## config.mk

```make
export PLATFORM = sky130hd
export DESIGN_NAME = alu_pipe_flat
export DESIGN_NICKNAME = d
export VERILOG_FILES = /design/src/rtl/alu_pkg.sv /design/src/rtl/alu_pipe_if.sv /design/src/rtl/alu_core.sv /design/src/rtl/alu_pipe.sv /design/src/flat_wrapper.sv
export SDC_FILE = /design/constraint.sdc
export NUM_CORES = 1
export LEC_CHECK = 0
export BUFFER_PORTS_ARGS = -buffer_cell sky130_fd_sc_hd__buf_2
export CAP_MARGIN = 20
export CORE_ASPECT_RATIO = 0.5
export CORE_UTILIZATION = 43
export CTS_CLUSTER_DIAMETER = 120
export DETAILED_ROUTE_END_ITERATION = 7
export SETUP_SLACK_MARGIN = 0.1
export SLEW_MARGIN = 25
export SYNTH_ARGS = -nofsm -noshare
export SYNTH_HDL_FRONTEND = slang
export SYNTH_SLANG_ARGS = --single-unit
```

## constraint.sdc

```tcl
create_clock -name clk -period 7.4 [get_ports clk]
set_input_delay 0.37 -clock clk [delete_from_list [all_inputs] [get_ports clk]]
set_output_delay 0.37 -clock clk [all_outputs]
set_load 0.01 [all_outputs]
```

## src/rtl/alu_pkg.sv

```systemverilog
// Shared opcode definitions and limits for the pipelined ALU.
package alu_pkg;

  localparam int OPCODE_W = 4;

  typedef enum logic [OPCODE_W-1:0] {
    SEL      = 4'd0,
    INC      = 4'd1,
    DEC      = 4'd2,
    ADD      = 4'd3,
    ADD_C    = 4'd4,
    SUB      = 4'd5,
    SUB_B    = 4'd6,
    AND      = 4'd7,
    OR       = 4'd8,
    XOR      = 4'd9,
    SHIFT_L  = 4'd10,
    SHIFT_R  = 4'd11,
    ROTATE_L = 4'd12,
    ROTATE_R = 4'd13
  } opcode_e;

  // Codes from here upward are not part of the instruction set.
  localparam logic [OPCODE_W-1:0] OP_ILLEGAL_MIN = 4'd14;

  // Deepest pipeline the block supports.
  localparam int STAGES_MAX = 4;

  // True for opcodes outside the defined instruction set.
  function automatic logic is_illegal(input logic [OPCODE_W-1:0] code);
    return (code >= OP_ILLEGAL_MIN);
  endfunction

endpackage

```

## src/rtl/alu_pipe_if.sv

```systemverilog
// Operand-side and result-side handshake bundle of the pipelined ALU.
interface alu_pipe_if
  import alu_pkg::*;
#(
  parameter int WIDTH = 4
);

  logic                valid_in;
  logic                ready_in;
  logic [WIDTH-1:0]    a;
  logic [WIDTH-1:0]    b;
  logic                cin;
  logic [OPCODE_W-1:0] ctl;
  logic                valid_out;
  logic                ready_out;
  logic [WIDTH-1:0]    alu;
  logic                carry;
  logic                zero;
  logic                overflow;
  logic                err;

  // Operand source plus result consumer.
  modport master (
    output valid_in, a, b, cin, ctl, ready_out,
    input  ready_in, valid_out, alu, carry, zero, overflow, err
  );

  // The ALU pipeline itself.
  modport slave (
    input  valid_in, a, b, cin, ctl, ready_out,
    output ready_in, valid_out, alu, carry, zero, overflow, err
  );

endinterface

```

## src/rtl/alu_core.sv

```systemverilog
// Combinational ALU datapath: result and flags for one operand set.
module alu_core
  import alu_pkg::*;
#(
  parameter int WIDTH = 4
) (
  input  logic [WIDTH-1:0]    a,
  input  logic [WIDTH-1:0]    b,
  input  logic                cin,
  input  logic [OPCODE_W-1:0] ctl,
  output logic [WIDTH-1:0]    alu,
  output logic                carry,
  output logic                zero,
  output logic                overflow,
  output logic                err
);

  localparam int MSB = WIDTH - 1;

  opcode_e          op_s;
  logic [WIDTH-1:0] rhs_s;
  logic             cin_s;
  logic [WIDTH:0]   add_s;
  logic [WIDTH:0]   sub_s;
  logic             add_ovf_s;
  logic             sub_ovf_s;

  assign op_s = opcode_e'(ctl);

  // INC/DEC reuse the adder/subtractor with a constant one as second operand;
  // only ADD_C and SUB_B let the external carry/borrow in.
  always_comb begin
    rhs_s = b;
    cin_s = 1'b0;
    case (op_s)
      INC, DEC: begin
        rhs_s = {{(WIDTH-1){1'b0}}, 1'b1};
        cin_s = 1'b0;
      end
      ADD_C, SUB_B: begin
        rhs_s = b;
        cin_s = cin;
      end
      default: begin
        rhs_s = b;
        cin_s = 1'b0;
      end
    endcase
  end

  // One extra bit on each side exposes carry-out and borrow directly.
  assign add_s = {1'b0, a} + {1'b0, rhs_s} + {{WIDTH{1'b0}}, cin_s};
  assign sub_s = {1'b0, a} - {1'b0, rhs_s} - {{WIDTH{1'b0}}, cin_s};

  // Signed overflow from the operand and result sign bits.
  assign add_ovf_s = (a[MSB] == rhs_s[MSB]) && (add_s[MSB] != a[MSB]);
  assign sub_ovf_s = (a[MSB] != rhs_s[MSB]) && (sub_s[MSB] != a[MSB]);

  // Opcode decode: select result, carry/borrow/shifted-out bit and flags.
  always_comb begin
    alu      = {WIDTH{1'b0}};
    carry    = 1'b0;
    overflow = 1'b0;
    err      = 1'b0;
    case (op_s)
      SEL: begin
        alu = a;
      end
      INC, ADD, ADD_C: begin
        alu      = add_s[MSB:0];
        carry    = add_s[WIDTH];
        overflow = add_ovf_s;
      end
      DEC, SUB, SUB_B: begin
        alu      = sub_s[MSB:0];
        carry    = sub_s[WIDTH];
        overflow = sub_ovf_s;
      end
      AND: begin
        alu = a & b;
      end
      OR: begin
        alu = a | b;
      end
      XOR: begin
        alu = a ^ b;
      end
      SHIFT_L: begin
        alu   = {a[MSB-1:0], 1'b0};
        carry = a[MSB];
      end
      SHIFT_R: begin
        alu   = {1'b0, a[MSB:1]};
        carry = a[0];
      end
      ROTATE_L: begin
        alu   = {a[MSB-1:0], a[MSB]};
        carry = a[MSB];
      end
      ROTATE_R: begin
        alu   = {a[0], a[MSB:1]};
        carry = a[0];
      end
      default: begin
        // Undefined opcodes complete as a zero result tagged with err.
        alu      = {WIDTH{1'b0}};
        carry    = 1'b0;
        overflow = 1'b0;
        err      = is_illegal(ctl);
      end
    endcase
  end

  assign zero = (alu == {WIDTH{1'b0}});

endmodule

```

## src/rtl/alu_pipe.sv

```systemverilog
// Pipelined ALU: combinational compute into stage 1, then delay stages,
// with valid/ready flow control on both sides and collapsing bubbles.
module alu_pipe
  import alu_pkg::*;
#(
  parameter int WIDTH  = 4,
  parameter int STAGES = 2
) (
  input logic       clk,
  input logic       reset,
  alu_pipe_if.slave bus
);

  // Out-of-range depths are clamped into the supported range.
  localparam int N_STAGES = (STAGES < 1) ? 1 :
                            ((STAGES > STAGES_MAX) ? STAGES_MAX : STAGES);
  // Stage word layout: {err, overflow, zero, carry, alu}.
  localparam int WORD_W   = WIDTH + 4;

  logic [WIDTH-1:0]  core_alu_s;
  logic              core_carry_s;
  logic              core_zero_s;
  logic              core_ovf_s;
  logic              core_err_s;
  logic [WORD_W-1:0] core_word_s;

  logic [N_STAGES-1:0] valid_r;
  logic [N_STAGES-1:0] load_s;
  logic [N_STAGES-1:0] in_valid_s;
  logic [WORD_W-1:0]   word_r    [N_STAGES];
  logic [WORD_W-1:0]   in_word_s [N_STAGES];

  alu_core #(
    .WIDTH (WIDTH)
  ) u_core (
    .a        (bus.a),
    .b        (bus.b),
    .cin      (bus.cin),
    .ctl      (bus.ctl),
    .alu      (core_alu_s),
    .carry    (core_carry_s),
    .zero     (core_zero_s),
    .overflow (core_ovf_s),
    .err      (core_err_s)
  );

  assign core_word_s = {core_err_s, core_ovf_s, core_zero_s, core_carry_s, core_alu_s};

  // A stage can load whenever the consumer takes the last result or any stage
  // at or after it is empty; that chain of emptiness is what lets bubbles
  // collapse. Incoming bubbles carry an all-zero word so idle outputs stay 0.
  for (genvar k = 0; k < N_STAGES; k++) begin : g_stage
    assign load_s[k] = bus.ready_out | ~(&valid_r[N_STAGES-1:k]);
    if (k == 0) begin : g_first
      assign in_valid_s[k] = bus.valid_in;
      assign in_word_s[k]  = bus.valid_in ? core_word_s : {WORD_W{1'b0}};
    end else begin : g_next
      assign in_valid_s[k] = valid_r[k-1];
      assign in_word_s[k]  = word_r[k-1];
    end
  end

  // Stage registers: clear on reset, otherwise advance each stage that loads.
  always_ff @(posedge clk) begin
    if (reset) begin
      valid_r <= {N_STAGES{1'b0}};
      for (int k = 0; k < N_STAGES; k++) begin
        word_r[k] <= {WORD_W{1'b0}};
      end
    end else begin
      for (int k = 0; k < N_STAGES; k++) begin
        if (load_s[k]) begin
          valid_r[k] <= in_valid_s[k];
          word_r[k]  <= in_word_s[k];
        end else begin
          valid_r[k] <= valid_r[k];
          word_r[k]  <= word_r[k];
        end
      end
    end
  end

  assign bus.ready_in  = load_s[0];
  assign bus.valid_out = valid_r[N_STAGES-1];
  assign {bus.err, bus.overflow, bus.zero, bus.carry, bus.alu} = word_r[N_STAGES-1];

endmodule

```

## src/flat_wrapper.sv

```systemverilog
// flat-port wrapper written by rule: the top's interface ports become plain ports
module alu_pipe_flat import alu_pkg::*;
#(
  parameter int WIDTH  = 4,
  parameter int STAGES = 2
)
  (clk, reset, bus_valid_in, bus_a, bus_b, bus_cin, bus_ctl, bus_ready_out, bus_ready_in, bus_valid_out, bus_alu, bus_carry, bus_zero, bus_overflow, bus_err);
  alu_pipe_if #(.WIDTH(WIDTH)) bus_i ();
  input logic clk;
  input logic reset;
  input wire logic [$bits(bus_i.valid_in)-1:0] bus_valid_in;
  input wire logic [$bits(bus_i.a)-1:0] bus_a;
  input wire logic [$bits(bus_i.b)-1:0] bus_b;
  input wire logic [$bits(bus_i.cin)-1:0] bus_cin;
  input wire logic [$bits(bus_i.ctl)-1:0] bus_ctl;
  input wire logic [$bits(bus_i.ready_out)-1:0] bus_ready_out;
  output wire logic [$bits(bus_i.ready_in)-1:0] bus_ready_in;
  output wire logic [$bits(bus_i.valid_out)-1:0] bus_valid_out;
  output wire logic [$bits(bus_i.alu)-1:0] bus_alu;
  output wire logic [$bits(bus_i.carry)-1:0] bus_carry;
  output wire logic [$bits(bus_i.zero)-1:0] bus_zero;
  output wire logic [$bits(bus_i.overflow)-1:0] bus_overflow;
  output wire logic [$bits(bus_i.err)-1:0] bus_err;
  assign bus_i.valid_in = bus_valid_in;
  assign bus_i.a = bus_a;
  assign bus_i.b = bus_b;
  assign bus_i.cin = bus_cin;
  assign bus_i.ctl = bus_ctl;
  assign bus_i.ready_out = bus_ready_out;
  assign bus_ready_in = bus_i.ready_in;
  assign bus_valid_out = bus_i.valid_out;
  assign bus_alu = bus_i.alu;
  assign bus_carry = bus_i.carry;
  assign bus_zero = bus_i.zero;
  assign bus_overflow = bus_i.overflow;
  assign bus_err = bus_i.err;
  alu_pipe #(.WIDTH(WIDTH), .STAGES(STAGES)) u_core (.clk(clk), .reset(reset), .bus(bus_i));
endmodule
```

==> flow_summary.toml, run 1 <==
[drt]
drt_iter0_drc = 54
viasPerCell = 5.08
final_antenna_net_count = 0
routed_wl_mm = 3.10
drtPass1Iterations = 4
wl_per_cell_um = 12.2
num_vias = 1291
drcViolationCount = 0

[synthesis]
syn_area_mm2 = 0.00167
synthFlopType = "edfxtp_1"
yosysUniqueCellTypes = 47
ys_warn_count = 0
yosysSeqAreaShare = 0.312
synthesis.nets = 221
synth_async_sr_flop_share = 0
yosys_register_bits = 18
synthCells = 183
syn_avg_cell_area_um2 = 9.12
synth_edf_count = 16

[setup_path]
path_class = "input pin to flop"
start_kind = "input pin"
cpPeakStageDelay_ns = 0.57
r2r_slack_ns = 6.12
cp_data_arrival_time_ns = 3.22
critPathRequiredTime_ns = 7.51
crit_buf_inv = 2
cp_slowest_cell = "fa_1"
critical_path.cell_chain = "buf_2, nor2b_1, o21ai_0, nand2_1, fa_1, inv_1, ha_1, o21a_1, nor3_2, xnor2_1, a221oi_2, and4_1"
end_kind = "flop"
crit_fanout = 24
critPathTopFamily = "compound AO/OA/AOI/OAI gates"

[timing]
rsz0062_at_grt = "false"
fin_skew_ns = 0.00302
fin_ws_ns = 4.30
slew_headroom = 0.703
fin_tns_setup_ns = 0
max_freq_mhz = 322
hold_viol = 0
finalSetupViolCount = 0
worst_pin_slew_ns = 0.440
period_needed_ns = 3.10
fin_crit_sh = 0.419
maxSlewViolCount = 0

[clock_tree]
cts_htree_levels = 1
cts-root-buf = "clkbuf_8"
cts_setup_buffers = 0
cts_buffer_depth = 2
cts_resized = 0
clkLatencyLatePin_ns = 0.24
numCtsBuffers = 3
cts_sinks = 18
holdBufCountCts = 0
cts_tree = "built"
path_clk_slew_ns = 0.06

[placed_design]
gp_congestion = 0.868
dp_hpwl_mm = 2.51
portBuffers = 26
dp_slack_ns = 4.03

[power]
leakagePower_nw = 0.859
irDropWorstVdd_v = 0.0000553
p_per_area_mw_per_mm2 = 143

[floorplan]
dieArea_mm2 = 0.00415
fp.dieH_um = 46.1
core_area_mm2 = 0.00357
fp-row-count = 15
initial_core_util = 0.468
fp.dieW_um = 90.1
boundaryPins = 27

[grt]
grt_first_pass_wirelength_mm = 5.27
antenna_found_initial = 0
grt_pass1_vias = 1132
grt_max_degree = 28
grt_use_total = 0.167
gr-total-overflow = 0

[finish]
diodes = 0
area_delta_synth_final_pct = 11.0
fin_util = 0.520
drive_above_1_share = 0.167
nets = 242

[run_status]
status = "completed"

[min_path]
hp-class = "input pin to flop"

[flow_run]
max_cap_violations = 0
[state kept, by name, indices dropped and copies added, names as in the netlist]
signal	flops
u_core.word_r	16
u_core.valid_r	2
[cells in the final DEF (no fill, tap or decap), types with 3 or more instances in the layout]
cell type / Yosys / routed
nand2_1: 8 / 8
nor2b_1: 13 / 13
inv_1: 17 / 17
xor2_1: 4 / 4
clkbuf_8: 0 / 3
o21ai_0: 10 / 10
nand2b_1: 3 / 3
edfxtp_1: 16 / 16
fa_1: 4 / 4
xnor2_1: 4 / 4
nand3_1: 6 / 6
a21oi_1: 5 / 5
buf_2: 5 / 26
nor2_1: 21 / 21
nand4_1: 3 / 3
ha_1: 17 / 17
and2_1: 5 / 5
nor3_1: 3 / 3
[metrics by stage]
stage	total power [mW]	instance area, um^2	hold WS [ns]	std cells
after detailed placement	0.203	1810	0.461	250
final	0.265	1850	0.419	254
after global routing	0.283	1850	0.455	254
after CTS	0.269	1850	0.417	254
after global placement	0.202	1810	0.454	250
after floorplan	0.182	1670	0.440	183
[layer usage]
metal	vias to the layer above	routed length [um]	global-route usage
li1	670	-	-
met1	592	1530	0.226
met2	27	1450	0.293
met3	2	106	0.0198
met4	0	10	0.0484
met5	-	0	0
[final timing paths]
check,depth (start not counted),from,to
worst max-delay path,12,bus_ctl[0],u_core.word_r[0][5]
worst min-delay path,2,reset,u_core.valid_r[1]
worst max register to register,3,u_core.valid_r[1],u_core.word_r[0][7]
worst min register to register,2,u_core.valid_r[0],u_core.valid_r[1]
[area by class of cell]
type	instances	area, um^2
fillers	347	1710
multi-input cells	137	1030
flip-flops and latches	18	520
repair buffers	26	130
inverters	18	67.6
well taps	51	63.8
clock buffers	3	41.3
clock inverters	1	3.75
[Yosys cell counts, types with 2 or more instances]
library cell	count	area share
nand3b_1	2	0.0090
nor2b_1	13	0.049
nand3_1	6	0.018
a21oi_1	5	0.015
nor2_1	21	0.047
a211oi_1	2	0.0090
nor3b_1	2	0.0090
o21bai_1	2	0.0090
and3_1	2	0.0075
edfxtp_1	16	0.29
nand4_1	3	0.011
nor3_1	3	0.0090
buf_2	5	0.015
xnor2_1	4	0.021
clkbuf_1	3	0.0067
inv_1	17	0.038
and2_1	5	0.019
nand2b_1	3	0.011
fa_1	4	0.048
ha_1	17	0.13
and2_0	2	0.0075
nand2_1	8	0.018
dfxtp_1	2	0.024
xor2_1	4	0.021
o21ai_0	10	0.030
[report_power, final]
| part | switching (mW) | leakage (nW) | internal [mW] | total, mW |
|---|---|---|---|---|
| Sequential | 0.00104 | 0.210 | 0.116 | 0.117 |
| Combinational | 0.0469 | 0.626 | 0.0364 | 0.0833 |
| Clock | 0.0282 | 0.0231 | 0.0367 | 0.0649 |
| Total | 0.0762 | 0.859 | 0.189 | 0.265 |
[cells by family after synthesis]
kind of cell | after synthesis | share of synthesized area
fa+ha+maj | 21 | 0.175
compound gates | 31 | 0.138
flops | 18 | 0.312
mux | 1 | 0.00600
buf+inv | 28 | 0.0735
xor+xnor | 9 | 0.0555
simple gates | 75 | 0.240
Power figures use the tool's default switching activity.
==> inputs of run 2 (changes only) <==
==> constraint.sdc (replaced) <==
create_clock -name clk -period 3.1 [get_ports clk]
set_input_delay 0.155 -clock clk [delete_from_list [all_inputs] [get_ports clk]]
set_output_delay 0.155 -clock clk [all_outputs]
set_load 0.01 [all_outputs]
==> run 2 against run 1 <==
Against the previous run:
- sequential share of layout area is 0.34 points lower
- routed wire length is 3.1% higher
- sequential power up 140%
- via count rose by 0.93%
- non-clock buffer count is 3 higher
- first-iteration DRC count is 28% higher
- worst setup slack worse by 3.8 ns
- critical path type unchanged
==> flow_summary.toml, run 2 (synthesized netlist as in run 1, its figures left out) <==
[run_status]
status = "completed"

[finish]
layout_common_cells = "buf_2 (26), nor2_1 (21), inv_1 (17), ha_1 (17), edfxtp_1 (16)"
regMostFlops = "u_core.word_r"
area_delta_synth_final_pct = 12.4
fillers = 336
largest_register_ffs = 16
nets = 245
drive_above_1_share = 0.180
reg.largest.list = "u_core.word_r x16, u_core.valid_r x2"
diodes = 0
multi_input_comb_area_mm2 = 0.00103
regArea_um2 = 520
final_common_cell = "buf_2"

[drt]
drt_iter0_drc = 69
drcViolationCount = 0
viasPerCell = 5.07
wl_per_cell_um = 12.4
num_vias = 1303
final_antenna_net_count = 0
drtPass1Iterations = 4
routed_wl_mm = 3.19

[power]
switchingPower_mw = 0.184
irDropWorstVdd_v = 0.000149
power.internal_mw = 0.453
switching_share = 0.289
leakagePower_nw = 0.873
seqPwrFrac = 0.438
p_per_area_mw_per_mm2 = 340
clkPwrFrac = 0.246
power_frac_comb = 0.316

[clock_tree]
path_clk_slew_ns = 0.06
cts_buffer_depth = 2
numCtsBuffers = 3
cts_htree_levels = 1
cts_sinks = 18
cts-root-buf = "clkbuf_8"
cts_tree = "built"
holdBufCountCts = 0
cts_setup_buffers = 0
clkLatencyLatePin_ns = 0.25
cts_resized = 0

[timing]
rsz0062_at_grt = "false"
holdWs_ns = 0.203
slew_headroom = 0.765
maxSlewViolCount = 0
hold_viol = 0
period_needed_ns = 2.58
fin_skew_ns = 0.00193
max_freq_mhz = 388
fin_crit_sh = 0.832
worst_pin_slew_ns = 0.353
fin_tns_setup_ns = 0
finalSetupViolCount = 0

[setup_path]
path_class = "input pin to flop"
start_kind = "input pin"
end_kind = "flop"
critPathRequiredTime_ns = 3.22
cp_data_arrival_time_ns = 2.70
crit_buf_inv = 2
critical_path.cell_chain = "buf_2, nor2b_1, o21ai_0, nand2_1, fa_1, inv_1, ha_1, o21a_1, nor3_2, xnor2_1, a221oi_2, and4_1"
critPathTopFamily = "adder cells"
cpPeakStageDelay_ns = 0.57
crit_fanout = 14
cp_slowest_cell = "fa_1"

[min_path]
hp-class = "input pin to flop"

[grt]
grt_pass1_vias = 1141
grt_max_degree = 26
grt_first_pass_wirelength_mm = 5.30
grt_use_total = 0.168
antenna_found_initial = 0
gr-total-overflow = 0

[placed_design]
dp_hpwl_mm = 2.60
gp_congestion = 0.866
portBuffers = 26

[floorplan]
fp.dieH_um = 46.1
fp-row-count = 15
initial_core_util = 0.468
boundaryPins = 27
fp.dieW_um = 90.1
core_area_mm2 = 0.00357
dieArea_mm2 = 0.00415

[flow_run]
max_cap_violations = 0
## run 2: changes by cell type in the layout (fill, tap and decap cells not counted)
cell / before / now
buf_4: 0 / 3
## run 2: cell type report
type                       count  area share
tap                           51      0.0340
inverter                      18      0.0360
timing repair buffer          29      0.0814
clock inverter                 1     0.00200
multi-input combinational    137       0.547
sequential                    18       0.278
clock buffer                   3      0.0220
## run 2: final timing paths
check	startpoint	endpoint	slack (ns)	depth (start not counted)
worst min register to register	u_core.valid_r[0]	u_core.valid_r[1]	0.50	2
worst max-delay path	bus_ctl[1]	u_core.word_r[0][5]	0.52	12
worst max register to register	u_core.valid_r[1]	u_core.word_r[0][0]	1.83	3
worst min-delay path	reset	u_core.valid_r[1]	0.20	2
## run 2: routing by layer
metal	up-vias	global-route usage	share of wire
met4	0	0.0677	0.013
met3	4	0.0198	0.062
met5	-	0	0
li1	673	-	-
met2	46	0.276	0.43
met1	580	0.232	0.49
## run 2: through the flow
step	cells	instance area [um^2]	power, mW	util	setup WS [ns]
CTS	257	1880	0.646	0.526	0.492
detailed placement	253	1830	0.486	0.513	0.240
finish	257	1880	0.637	0.526	0.519
floorplan	183	1670	0.434	-	0.428
global placement	253	1830	0.485	0.513	0.282
global route	257	1880	0.680	0.526	0.333
## run 2: power by group through the flow
stage | clock network (mW) | logic (mW) | registers (mW)
6_report | 0.157 | 0.201 | 0.279
5_1_grt | 0.173 | 0.228 | 0.280
4_1_cts | 0.164 | 0.203 | 0.279
3_5_place_dp | 0 | 0.202 | 0.284
3_3_place_gp | 0 | 0.202 | 0.284
2_1_floorplan | 0 | 0.147 | 0.287
